$ cat config.mk
export PLATFORM = sky130hd
export DESIGN_NAME = inst_fetch_queue
export DESIGN_NICKNAME = d
export VERILOG_FILES = /design/src/rtl/ifq_pkg.sv /design/src/rtl/ifq_storage.sv /design/src/rtl/inst_fetch_queue.sv
export SDC_FILE = /design/constraint.sdc
export NUM_CORES = 1
export LEC_CHECK = 0
export CELL_PAD_IN_SITES_DETAIL_PLACEMENT = 0
export CELL_PAD_IN_SITES_GLOBAL_PLACEMENT = 1
export CORE_UTILIZATION = 50
export DETAILED_ROUTE_END_ITERATION = 10
export PLACE_DENSITY_LB_ADDON = 0.1
export SYNTH_ARGS = -nofsm -noshare
export SYNTH_HDL_FRONTEND = slang
export SYNTH_SLANG_ARGS = --single-unit
$ cat constraint.sdc
create_clock -name Clk -period 3.1 [get_ports Clk]
set_clock_uncertainty 0.05 [all_clocks]
set_input_delay 0.31 -clock Clk [delete_from_list [all_inputs] [get_ports Clk]]
set_output_delay 0.31 -clock Clk [all_outputs]
set_load 0.05 [all_outputs]
$ cat src/rtl/ifq_pkg.sv
// rtl/ifq_pkg.sv - shared types and defaults for the instruction fetch queue
package ifq_pkg;

    localparam int IFQ_DEPTH = 4;
    localparam int IFQ_IW    = 9;
    localparam int IFQ_AW    = 10;

    typedef logic [IFQ_IW-1:0] inst_t;
    typedef logic [IFQ_AW-1:0] pc_t;

    typedef struct packed {
        inst_t inst;
        pc_t   pc;
    } ifq_entry_t;

    typedef enum logic {
        IFQ_IDLE = 1'b0,
        IFQ_WAIT = 1'b1
    } ifq_fetch_state_t;

endpackage

$ cat src/rtl/ifq_storage.sv
// rtl/ifq_storage.sv - register-array FIFO holding (instruction, PC) pairs
module ifq_storage
    import ifq_pkg::*;
#(
    parameter int  DEPTH = IFQ_DEPTH,
    parameter int  IW    = IFQ_IW,
    parameter int  AW    = IFQ_AW,
    localparam int PW    = $clog2(DEPTH),
    localparam int CW    = $clog2(DEPTH + 1)
) (
    input  logic          clk_i,
    input  logic          rst_ni,
    input  logic          clear_i,
    input  logic          push_i,
    input  logic [IW-1:0] push_inst_i,
    input  logic [AW-1:0] push_pc_i,
    input  logic          pop_i,
    output logic [IW-1:0] head_inst_o,
    output logic [AW-1:0] head_pc_o,
    output logic [CW-1:0] count_o
);

    logic [IW-1:0] inst_q [DEPTH];
    logic [AW-1:0] pc_q   [DEPTH];
    logic [PW-1:0] wr_ptr_q, wr_ptr_d;
    logic [PW-1:0] rd_ptr_q, rd_ptr_d;
    logic [CW-1:0] count_q, count_d;

    // Pointers wrap naturally; full vs empty is told apart by count alone.
    always_comb begin
        wr_ptr_d = wr_ptr_q;
        rd_ptr_d = rd_ptr_q;
        count_d  = count_q;
        if (clear_i) begin
            wr_ptr_d = '0;
            rd_ptr_d = '0;
            count_d  = '0;
        end else begin
            if (push_i) wr_ptr_d = wr_ptr_q + PW'(1);
            if (pop_i)  rd_ptr_d = rd_ptr_q + PW'(1);
            if (push_i && !pop_i)      count_d = count_q + CW'(1);
            else if (!push_i && pop_i) count_d = count_q - CW'(1);
        end
    end

    always_ff @(posedge clk_i or negedge rst_ni) begin
        if (!rst_ni) begin
            wr_ptr_q <= '0;
            rd_ptr_q <= '0;
            count_q  <= '0;
            for (int i = 0; i < DEPTH; i++) begin
                inst_q[i] <= '0;
                pc_q[i]   <= '0;
            end
        end else begin
            wr_ptr_q <= wr_ptr_d;
            rd_ptr_q <= rd_ptr_d;
            count_q  <= count_d;
            if (push_i && !clear_i) begin
                inst_q[wr_ptr_q] <= push_inst_i;
                pc_q[wr_ptr_q]   <= push_pc_i;
            end
        end
    end

    assign head_inst_o = inst_q[rd_ptr_q];
    assign head_pc_o   = pc_q[rd_ptr_q];
    assign count_o     = count_q;

endmodule

$ cat src/rtl/inst_fetch_queue.sv
// rtl/inst_fetch_queue.sv - PC-to-ROM fetch tracking and decode queue; IFQ_BYPASS_EN enables 1-cycle bypass
module inst_fetch_queue
    import ifq_pkg::*;
#(
    parameter int  DEPTH = IFQ_DEPTH,
    parameter int  IW    = IFQ_IW,
    parameter int  AW    = IFQ_AW,
    localparam int CW    = $clog2(DEPTH + 1)
) (
    input  logic          Clk,
    input  logic          Reset,
    input  logic          Start,
    input  logic          Flush,
    input  logic [AW-1:0] ProgCtr,
    input  logic          FetchValid,
    output logic          FetchReady,
    output logic [AW-1:0] ImemAddr,
    output logic          ImemRd,
    input  logic [IW-1:0] ImemData,
    output logic [IW-1:0] InstOut,
    output logic [AW-1:0] InstPC,
    output logic          InstValid,
    input  logic          InstReady,
    output logic [CW-1:0] Count
);

    localparam int OW = CW + 1;

    ifq_fetch_state_t state_q, state_d;
    logic [AW-1:0]    inflight_pc_q;
    logic             alive_q;
    logic             inflight_v;
    logic             kill;
    logic             has_data;
    logic             bypass_v;
    logic             push;
    logic             pop;
    logic [OW-1:0]    occupancy;
    logic [IW-1:0]    head_inst;
    logic [AW-1:0]    head_pc;

    assign kill      = Flush | Start;
    assign has_data  = (Count != '0);
    assign occupancy = {1'b0, Count} + OW'(inflight_v);

    // Readiness depends on registered occupancy only, never on InstReady.
    assign FetchReady = alive_q & ~kill & (occupancy < OW'(DEPTH));
    assign ImemRd     = FetchValid & FetchReady;
    assign ImemAddr   = ProgCtr;

    always_ff @(posedge Clk or negedge Reset) begin
        if (!Reset) state_q <= IFQ_IDLE;
        else        state_q <= state_d;
    end

    always_comb begin
        state_d = state_q;
        case (state_q)
            IFQ_IDLE: if (ImemRd) state_d = IFQ_WAIT;
            IFQ_WAIT: state_d = ImemRd ? IFQ_WAIT : IFQ_IDLE;
            default:  state_d = IFQ_IDLE;
        endcase
        if (kill) state_d = IFQ_IDLE;
    end

    always_comb begin
        inflight_v = (state_q == IFQ_WAIT);
    end

    always_ff @(posedge Clk or negedge Reset) begin
        if (!Reset) begin
            inflight_pc_q <= '0;
            alive_q       <= 1'b0;
        end else begin
            alive_q <= 1'b1;
            if (ImemRd) inflight_pc_q <= ProgCtr;
        end
    end

`ifdef IFQ_BYPASS_EN
    assign bypass_v  = inflight_v & ~has_data & ~kill;
    assign InstValid = has_data | bypass_v;
    assign InstOut   = bypass_v ? ImemData : head_inst;
    assign InstPC    = bypass_v ? inflight_pc_q : head_pc;
`else
    assign bypass_v  = 1'b0;
    assign InstValid = has_data;
    assign InstOut   = head_inst;
    assign InstPC    = head_pc;
`endif

    // A bypassed instruction consumed in its arrival cycle is never stored.
    assign push = inflight_v & ~kill & ~(bypass_v & InstReady);
    assign pop  = has_data & InstReady & ~kill;

    ifq_storage #(
        .DEPTH (DEPTH),
        .IW    (IW),
        .AW    (AW)
    ) u_storage (
        .clk_i       (Clk),
        .rst_ni      (Reset),
        .clear_i     (kill),
        .push_i      (push),
        .push_inst_i (ImemData),
        .push_pc_i   (inflight_pc_q),
        .pop_i       (pop),
        .head_inst_o (head_inst),
        .head_pc_o   (head_pc),
        .count_o     (Count)
    );

endmodule

=== Yosys cells after proc, flatten, opt, wreduce, memory -nomap -nowiden ===
Cells that the tools add are included.

* Reductions and logical operators: 11
* Multiplexer cells: 21
* Magnitude comparators: 4
* $add $sub $neg: 5
* Bitwise gates (word level): 10

{| class="wikitable"
|+ Operators with widths
! cell !! count
|-
| 40-bit bitwise mux || 1
|-
| 36-bit bitwise mux || 1
|-
| 10-bit 2-to-1 mux || 3
|-
| 9-bit 2-to-1 mux || 3
|-
| 10-bit binary-select mux with 2-bit select || 1
|-
| 10-bit demux with 2-bit select || 1
|-
| 9-bit binary-select mux with 2-bit select || 1
|-
| 9-bit demux with 2-bit select || 1
|-
| 3-bit 2-to-1 mux || 3
|-
| 2-bit 2-to-1 mux || 4
|-
| 1-bit AND || 6
|-
| 3-bit greater-or-equal comparator (second input constant) || 2
|-
| 2-bit inverter with 3-bit output || 2
|-
| 3-bit nonzero test || 2
|-
| 2-bit by 1-bit adder with 2-bit output (second input constant) || 2
|-
| 3-bit by 1-bit adder with 4-bit output || 1
|-
| 1-bit logical AND || 4
|-
| 4-bit by 3-bit < comparator with 1-bit output (second input constant) || 1
|-
| 2-bit nonzero test || 2
|-
| 3-bit by 1-bit adder with 3-bit output (second input constant) || 1
|-
| 1-bit logical NOT || 3
|-
| 3-bit by 1-bit < comparator with 1-bit output (second input constant) || 1
|-
| 3-bit by 1-bit subtractor with 3-bit output (second input constant) || 1
|-
| 1-bit 2-to-1 mux || 2
|-
| other kinds (2) || 2
|}

* Register bits: 95
* Bits of input ports: 25
* Word-level logic and storage cells: 65

=== Logic depth before layout (Yosys ltp) ===
Gate-level depths: netlist of the first run.

* Word-level depth: 8
* Gate-level depth with buffers: 8
* Gate-level depth less buffers: 8

=== Hierarchy ===
Synthesis of the first run repeated with hierarchy kept, for this count alone.

* Cells, all modules: 267
* Area total of the unflattened synthesis: 4,579.4 µm²

{| class="wikitable"
|+ Modules (own cells, without submodules)
! module !! instances !! cells an instance !! area an instance (µm²)
|-
| ifq_storage || 1 || 223 || 3,952.5
|-
| inst_fetch_queue || 1 || 44 || 626.9
|}

=== Worst setup path after synthesis of the first run ===
No wires, ideal clock.

* Kind: register to register
* Start: register u_storage.count_q[0] (netlist: u_storage.count_o[0])
* End: register u_storage.count_q[1] (netlist: u_storage.count_o[1])
* Setup slack: 0.477 ns
* Arrival time: 2.443 ns
* Stages on the path, launching flop included: 9
* Setup time: 0.130 ns
* Required time: 2.920 ns
* Clock period less this slack: 2.623 ns
* Cells stage by stage: dfrtp_1 -> or3_1 -> nand2_1 -> and3_1 -> fa_1 -> inv_1 -> a31o_2 -> nand2_1 -> a21oi_1

* Word-level cells in the longest chain between the ends: 7

{| class="wikitable"
|+ Ends and longest elaborated chain
! item !! RTL line !! text
|-
| start: declaration || ifq_storage.sv:27 || <nowiki>logic [CW-1:0] count_q, count_d;</nowiki>
|-
| start signal: assignment || ifq_storage.sv:58 || <nowiki>count_q <= count_d;</nowiki>
|-
| 3-bit nonzero test * || inst_fetch_queue.sv:43 || <nowiki>assign has_data = (Count != '0);</nowiki>
|-
| via InstValid || inst_fetch_queue.sv:22 || <nowiki>output logic InstValid,</nowiki>
|-
| 1-bit AND * (2 in a row) || inst_fetch_queue.sv:94 || <nowiki>assign pop = has_data & InstReady & ~kill;</nowiki>
|-
| 1-bit logical NOT || ifq_storage.sv:41 || <nowiki>if (push_i && !pop_i) count_d = count_q + CW'(1);</nowiki>
|-
| 1-bit logical AND || ifq_storage.sv:41 ||
|-
| 3-bit 2-to-1 mux || ifq_storage.sv:41 ||
|-
| 3-bit 2-to-1 mux || ifq_storage.sv:34 || <nowiki>if (clear_i) begin</nowiki>
|}

The timed path passes the listed nets; every way through them passes the cells marked *. The select of a mux whose other input is x is not followed.
A chain may end at the register's enable or synchronous reset.

=== Worst setup path in the final report of the first run ===
* Start: register state_q (netlist: inflight_v)
* End: output FetchReady

* Word-level cells in the longest chain between the ends: 3

{| class="wikitable"
|+ Ends and longest elaborated chain
! item !! RTL line !! text
|-
| start: declaration || inst_fetch_queue.sv:29 || <nowiki>ifq_fetch_state_t state_q, state_d;</nowiki>
|-
| start signal: assignment || inst_fetch_queue.sv:53 || <nowiki>else state_q <= state_d;</nowiki>
|-
| 3-bit by 1-bit adder with 4-bit output || inst_fetch_queue.sv:44 || <nowiki>assign occupancy = {1'b0, Count} + OW'(inflight_v);</nowiki>
|-
| 4-bit by 3-bit < comparator with 1-bit output || inst_fetch_queue.sv:47 || <nowiki>assign FetchReady = alive_q & ~kill & (occupancy < OW'(DEPTH));</nowiki>
|-
| 1-bit AND || inst_fetch_queue.sv:47 ||
|-
| end: declaration || inst_fetch_queue.sv:16 || <nowiki>output logic FetchReady,</nowiki>
|}

No other way between the ends.

==> impl_metrics.ini, run 1 <==
[clock_network]
clk_latency_ps = 360
clk_pin_slew_worst_paths_ps = 90
cts_tree = done
cts_setup_buffers = 0
hold_buffers = 0
htree_levels = 3
tritoncts_num_sinks = 95
cts_buffer_depth = 2
postCtsResizedCells = 0
cts-buffers-inserted = 9
root_buffer = clkbuf_8

[sta]
clock.fmax_mhz = 399.6
report.final.setup_viol = 0
finalSetupTns_ps = 0
rsz0062_at_grt = false
tightest_slew_ps = 812.4
relSlewSlack = 0.4584
fin_crit_sh = 0.8072
final_max_slew_viol_count = 0
timing.final.hold_violations = 8
min_period_ps = 2502
holdWs_ps = -21.17

[floorplan]
fp.dieH_um = 97.21
ios = 60
rows = 34
core_region_area_um2 = 8763
dieArea_um2 = 9449
start_util = 0.5171
die_width_um = 97.21

[placement]
dpl_cell_area_um2 = 5060
dp_hpwl_um = 4864
io_buffers = 59
globalplace.congestion = 0.7469
dp_cells = 429

[route]
drt_first_iter_violations = 78
drt-wirelength-per-cell_um = 18.20
vias = 2403
via_per_inst = 5.400
firstDrtPassIters = 4
drc = 0
finalWirelength_um = 8099
ant_nets = 0

[pwr]
cellPowerDensity_nw_per_um2 = 538.8
vdd.ir_drop.worst_mv = 0.2626
p_leak_nw = 2.468

[yosys]
async_flop_share = 1.000
synth_cell_types = 34
synth_edf_count = 0
yosys_register_bits = 95
avgSynthCellArea_um2 = 16.19
syn_inst = 280
synth_fp_nets = 310
yosys_warnings = 0
syn_area_um2 = 4532
synthFlopType = dfrtp_1
yosysSeqAreaShare = 0.5246

[job]
drv_cap = 0

[cells_and_area]
layout.nets = 362
nFillCells = 705
fin_util = 0.6012
layout_common_cells = dfrtp_1 (95), mux2_4 (48), mux2_2 (38), clkdlybuf4s50_1 (38), buf_4 (28)
layout_commonest_cell = dfrtp_1
fin_cells = 445
diodes = 0
synthToLayoutAreaGrowth_pct = 16.26
multiInputGateArea_um2 = 1907
drive_gt1_frac = 0.4599
design_area_um2 = 5269
seqCellArea_um2 = 2377

[setup_path]
arrival_ps = 2140
critPathRequiredTime_ps = 2740
slowest_stage = clkdlybuf4s50_1
reg2regPathDepth = 8
worst-path-max-fanout = 14
worstSetupEndpointType = output pin
worstPathCellList = nand3_1 > and4b_4 > clkdlybuf4s50_1
path_class = reg -> out
cp_slowest_stage_delay_ps = 800
cp-start-kind = flip-flop

[grt]
grt_pass1_vias = 2569
grt_pass1_wl_um = 13670
antenna_found_initial = 0
track_usage = 0.1894
overflow = 0
grt_max_degree = 65

[min_path]
hp-class = in -> async

[outcome]
failed_checks = hold timing
outcome = finished, violations left
power breakdown:
part	leakage, nW	internal (mW)	switching, mW	total (mW)
logic	1.08	0.263	0.335	0.599
registers	1.29	1.32	0.0714	1.40
clock network	0.0988	0.419	0.426	0.845
total	2.47	2.01	0.833	2.84
synth_stat cells (2+ instances only):
library cell | number | area (um^2)
ha_1 | 4 | 50.05
dfrtp_1 | 95 | 2377
clkbuf_1 | 3 | 11.26
mux2_2 | 38 | 427.9
buf_6 | 9 | 101.4
o21a_1 | 2 | 15.01
nor2_1 | 5 | 18.77
nand2_1 | 6 | 22.52
or2_2 | 2 | 12.51
xnor2_1 | 3 | 26.28
nand3_1 | 2 | 10.01
xor2_1 | 2 | 17.52
buf_4 | 10 | 75.07
buf_2 | 3 | 15.01
mux4_2 | 19 | 427.9
mux2_4 | 48 | 720.7
inv_1 | 8 | 30.03
and3_1 | 5 | 31.28
critical path: cells and delay by family, from the launching register on:
family,cells,cell delay (ps)
buffers and inverters,1,800
and+or+nand+nor,2,420
DFF,1,560
layer usage:
metal / global-route usage / routed length [um] / part of all wire
met5: 0 / 0 / 0
met4: 0.04937 / 87 / 0.011
met3: 0.05899 / 286 / 0.035
met2: 0.2904 / 3798 / 0.47
met1: 0.2630 / 3926 / 0.48
cells by family (layout without fill, tap and decap cells):
group                      count (synthesis)  count (layout)  share of synthesized area
adders and majority gates                  5               5                    0.01546
xor gates and xnor gates                   5               5                   0.009665
DFF                                       95              95                     0.5246
AOI/OAI and AO/OA                          8               8                    0.01270
and+or+nand+nor                           26              26                    0.03203
other                                      1               1                  0.0008275
buffers and inverters                     34              91                    0.05466
muxes                                    106             106                     0.3501
cell type report:
class                   instances  share of cell area
flip-flops and latches         95              0.4512
clock buffers                  12             0.02945
multi-input cells             151              0.3619
clock inverters                 4             0.01021
repair buffers                 67              0.1159
inverters                       8            0.005699
well taps                     108             0.02565
path summary, 6_finish.rpt:
kind | start | to | slack, ps
max | inflight_v | FetchReady | 600
min | Reset | u_storage.pc_q[34] | -20
max reg2reg | u_storage.count_o[1] | u_storage.count_o[1] | 890
min reg2reg | u_storage.inst_q[7] | u_storage.inst_q[7] | 460
max in group asynchronous | Reset | u_storage.inst_q[14] | 2360
min in group Clk | u_storage.inst_q[7] | u_storage.inst_q[7] | 460
metrics by stage:
stage	power, mW	setup slack (ps)
after detailed placement	2.022	644.6
after global routing	2.971	507.0
after global placement	2.017	720.8
after floorplan	1.827	477.1
after CTS	2.879	573.3
final	2.839	597.7
registers in the layout (all words and copies together), names as in the netlist:
register	cells
inflight_pc_q	10
alive_q	1
u_storage.pc_q	40
u_storage.count_o	3
inflight_v	1
u_storage.inst_q	36
u_storage.rd_ptr_q	2
u_storage.wr_ptr_q	2
Note: power is estimated with default switching activity, not from simulation.
==> run 2: changes to the inputs <==
--- a/config.mk
+++ b/config.mk
@@ -7,7 +7,7 @@
 export LEC_CHECK = 0
 export CELL_PAD_IN_SITES_DETAIL_PLACEMENT = 0
 export CELL_PAD_IN_SITES_GLOBAL_PLACEMENT = 1
-export CORE_UTILIZATION = 50
+export CORE_UTILIZATION = 42
 export DETAILED_ROUTE_END_ITERATION = 10
 export PLACE_DENSITY_LB_ADDON = 0.1
 export SYNTH_ARGS = -nofsm -noshare
==> constraint.sdc (replaced) <==
create_clock -name Clk -period 2.3 [get_ports Clk]
set_clock_uncertainty 0.05 [all_clocks]
set_input_delay 0.23 -clock Clk [delete_from_list [all_inputs] [get_ports Clk]]
set_output_delay 0.23 -clock Clk [all_outputs]
set_load 0.05 [all_outputs]
==> run 2 against run 1 <==
Net effect:
- the run now ends clean
- hold slack improved by 360 ps
- worst setup slack got worse by 520 ps
- sequential cell count unchanged
- critical endpoint is now InstValid
==> impl_metrics.ini, run 2 (synthesis gave the netlist of run 1 again) <==
[setup_path]
crit_family = buffers and inverters
cp_slowest_stage_delay_ps = 720
worstPathCellList = or3_4 > clkdlybuf4s50_1
path_class = reg -> out
worst-path-max-fanout = 7
arrival_ps = 1950
cp-start-kind = flip-flop
path_buf_inv = 1
worstReg2RegStart = u_storage.count_o[1]
slowest_stage = clkdlybuf4s50_1
critPathRequiredTime_ps = 2020
worstSetupEndpointType = output pin
cp-startpoint = u_storage.count_o[1]

[cells_and_area]
layout_commonest_cell = dfrtp_1
synthToLayoutAreaGrowth_pct = 19.38
top_regs = u_storage.pc_q (40), u_storage.inst_q (36), inflight_pc_q (10)
diodes = 0
fin_util = 0.5217
layout_common_cells = dfrtp_1 (92), mux2_4 (48), mux2_2 (38)
layout.nets = 371
fin_cells = 482
largest_register_ffs = 40
top_register = u_storage.pc_q
drive_gt1_frac = 0.4827

[outcome]
outcome = completed

[clock_network]
tritoncts_num_sinks = 95
root_buffer = clkbuf_8
clk_pin_slew_worst_paths_ps = 90
postCtsResizedCells = 0
cts_buffer_depth = 2
cts_setup_buffers = 0
htree_levels = 3
cts_tree = done
clk_latency_ps = 360
cts-buffers-inserted = 9
hold_buffers = 1

[grt]
grt_max_degree = 42
track_usage = 0.1713
grt_pass1_vias = 2621
overflow = 0
antenna_found_initial = 0
grt_pass1_wl_um = 14260

[route]
vias = 2439
firstDrtPassIters = 4
drt_first_iter_violations = 70
drc = 0
drt-wirelength-per-cell_um = 18.05
finalWirelength_um = 8702
via_per_inst = 5.060
ant_nets = 0

[sta]
rsz0062_at_grt = false
clock.fmax_mhz = 449.1
tightest_slew_ps = 543.4
finalSetupTns_ps = 0
report.final.setup_viol = 0
relSlewSlack = 0.6377
min_period_ps = 2227
final_max_slew_viol_count = 0
fin_crit_sh = 0.9682
timing.final.hold_violations = 0

[job]
drv_cap = 0

[pwr]
p_leak_nw = 2.506
p_sw_frac = 0.3058
p_sw_mw = 1.135
pwr-share-clk = 0.272
combinationalPowerShare = 0.222
p_int_mw = 2.576
vdd.ir_drop.worst_mv = 0.3155
seqPwrFrac = 0.507
power_mw = 3.711
cellPowerDensity_nw_per_um2 = 685.9

[placement]
globalplace.congestion = 0.6988
dp_cells = 465
dp_hpwl_um = 5640
io_buffers = 59

[floorplan]
fp.dieH_um = 105.9
die_width_um = 105.9
dieArea_um2 = 11210
core_region_area_um2 = 10370
rows = 37
ios = 60
start_util = 0.4370

[min_path]
hp-class = in -> async
-- run 2: final cells by class --
class	count	area, um^2
tap	136	170.2
clock buffer	12	145.1
multi-input combinational	151	1912
sequential	95	2381
clock inverter	4	31.28
timing repair buffer	76	740.7
inverter	8	30.03
fill	902	4960
-- run 2: worst paths after layout --
path	to	slack, ps	cells after the start
min in group Clk	inflight_pc_q[2]	450	2
worst max register to register	u_storage.count_o[1]	140	8
worst min register to register	u_storage.inst_q[7]	460	1
worst max-delay path	InstValid	70	2
worst min-delay path	u_storage.inst_q[19]	340	2
max in group asynchronous	u_storage.pc_q[36]	1240	3
-- run 2: power groups by stage --
stage | logic (mW) | registers, mW | clock network (mW)
2_1_floorplan | 0.582 | 1.88 | 0
3_3_place_gp | 0.825 | 1.91 | 0
3_5_place_dp | 0.830 | 1.91 | 0
4_1_cts | 0.834 | 1.88 | 1.05
5_1_grt | 0.866 | 1.90 | 1.13
6_report | 0.823 | 1.88 | 1.01
-- run 2: metal layers --
metal | wire length [um] | vias up | global-route usage
met5 | 0 | - | 0
met4 | 92 | 0 | 0.04762
met3 | 330 | 7 | 0.05195
met2 | 4246 | 44 | 0.2675
met1 | 4032 | 1278 | 0.2315
li1 | - | 1110 | -
-- run 2: metrics by stage --
step | instance area, um^2 | hold slack, ps | worst slack (ps)
final | 5410 | 340.0 | 73.16
after CTS | 5410 | 343.6 | 34.46
after global placement | 5224 | 209.6 | 203.1
after floorplan | 4541 | -115.6 | 9.457
after detailed placement | 5224 | 209.9 | 143.9
after global routing | 5410 | 368.7 | 0.4270
-- run 2: worst reg2reg max path, stage by stage, from the launching register on --
cell     delay [ps]
dfrtp_2         450
or3_4           410
nand2_1         140
and3_1          190
fa_1            430
inv_1            80
a31o_2          150
nand2_1          50
a21oi_1         130
==> run 3: changes to the inputs <==
--- a/config.mk
+++ b/config.mk
@@ -7,6 +7,7 @@
 export LEC_CHECK = 0
 export CELL_PAD_IN_SITES_DETAIL_PLACEMENT = 0
 export CELL_PAD_IN_SITES_GLOBAL_PLACEMENT = 1
+export CORE_MARGIN = 5
 export CORE_UTILIZATION = 42
 export DETAILED_ROUTE_END_ITERATION = 10
 export PLACE_DENSITY_LB_ADDON = 0.1
==> run 3 against run 2 <==
Net effect:
- final cell count unchanged
- final area up 5.2%
- register-to-register slack about the same
- clock power up 32%
- maximum frequency up 0.14%
- first-iteration DRC count up 54%
- critical path depth unchanged
- via count down 0.53%
- sequential power about the same
- critical endpoint unchanged
- largest cell class unchanged
- largest power group unchanged
==> impl_metrics.ini, run 3 (synthesis gave the netlist of run 1 again) <==
[outcome]
outcome = completed

[cells_and_area]
top_regs = u_storage.pc_q (40), u_storage.inst_q (36), inflight_pc_q (10)
fin_util = 0.5318
drive_gt1_frac = 0.4883
design_area_um2 = 5689
largest_register_ffs = 40
layout.nets = 367
diodes = 0
top_register = u_storage.pc_q
layout_common_cells = dfrtp_1 (91), mux2_4 (48), mux2_2 (38)
synthToLayoutAreaGrowth_pct = 25.54
layout_commonest_cell = dfrtp_1

[floorplan]
ios = 60
fp.dieH_um = 113.9
dieArea_um2 = 12970
rows = 38
start_util = 0.4236
core_region_area_um2 = 10700
die_width_um = 113.9

[min_path]
hp-class = in -> async

[route]
drc = 0
route.met2.wl_um = 3974
firstDrtPassIters = 4
via_per_inst = 5.033
vias = 2426
drt_first_iter_violations = 108
ant_nets = 0
drt-wirelength-per-cell_um = 18.33
drt-met1-wl_um = 4406
finalWirelength_um = 8836
wl_met3_um = 341
top_layer_used = met4

[sta]
tightest_slew_ps = 505.5
rsz0062_at_grt = false
min_period_ps = 2224
report.final.setup_viol = 0
timing.final.hold_violations = 0
final_max_slew_viol_count = 0
fin_crit_sh = 0.9669
clock.fmax_mhz = 449.7
holdWs_ps = 321.5
finalSetupTns_ps = 0
relSlewSlack = 0.6620

[setup_path]
r2r_slack_ps = 130
arrival_ps = 1940
worstSetupEndpointType = output pin
reg2regPathDepth = 8
worstReg2RegStart = u_storage.count_o[1]
timing.rr.end = u_storage.count_o[1]
critPathRequiredTime_ps = 2020
worst-path-max-fanout = 7
cp-start-kind = flip-flop
path_class = reg -> out

[pwr]
p_sw_mw = 1.194
combinationalPowerShare = 0.244
seqPwrFrac = 0.443
p_int_mw = 3.049
cellPowerDensity_nw_per_um2 = 745.7
pwr-share-clk = 0.313
power_mw = 4.243
vdd.ir_drop.worst_mv = 0.4460
p_leak_nw = 2.588
p_sw_frac = 0.2814

[clock_network]
tritoncts_num_sinks = 95
clk_latency_ps = 360
clk_pin_slew_worst_paths_ps = 100
cts-buffers-inserted = 9
cts_tree = done
root_buffer = clkbuf_8
htree_levels = 3
postCtsResizedCells = 0
cts_buffer_depth = 2

[grt]
grt_pass1_vias = 2695
track_usage = 0.1475
grt_max_degree = 39
overflow = 0
antenna_found_initial = 0
grt_pass1_wl_um = 14570

[placement]
globalplace.congestion = 0.7605
dpl_cell_area_um2 = 5435
io_buffers = 59
dp_hpwl_um = 5628

[job]
drv_cap = 0
run 3: final cells by class:
cell class              count  area, um^2
well taps                 140       175.2
fillers                   892        5009
clock inverters             7       120.1
repair buffers             72       945.9
multi-input cells         151        1912
clock buffers               9       123.9
inverters                   8       30.03
flip-flops and latches     95        2382
run 3: worst max path at each step:
stage / endpoint / from / depth (start not counted) / slack, ps
floorplan: u_storage.count_o[1] / u_storage.count_o[1] / 8 / 9
global placement: u_storage.count_o[1] / u_storage.count_o[1] / 8 / 200
detailed placement: u_storage.count_o[1] / u_storage.count_o[1] / 8 / 170
CTS: InstValid / u_storage.count_o[1] / 2 / 40
global route: InstValid / u_storage.count_o[1] / 2 / 7
finish: InstValid / u_storage.count_o[1] / 2 / 80
run 3: routing by layer:
layer  vias up  GRT usage
li1       1105          -
met1      1261     0.2056
met2        52     0.2238
met3         8    0.03926
met4         0    0.05226
met5         -          0
run 3: stage by stage:
step,setup slack (ps),std cells
after CTS,43.66,482
after detailed placement,170.8,465
after global placement,202.6,465
final,76.18,482
after global routing,6.686,482
after floorplan,9.457,280
run 3: worst max-delay path: stages (launching register included):
cell             delay (ps)
dfrtp_2                 460
or3_4                   410
clkdlybuf4s50_1         710
run 3: repair_timing:
item,in CTS,in global routing
setup buffers,0,0
endpoints found under the hold margin,35,0
hold buffers,1,0
run 3: power groups by stage:
stage,sequential [mW],combinational (mW),clock [mW]
6_report,1.88,1.04,1.33
5_1_grt,1.90,1.09,1.43
4_1_cts,1.88,1.05,1.36
3_5_place_dp,1.91,1.05,0
3_3_place_gp,1.91,1.04,0
2_1_floorplan,1.88,0.582,0
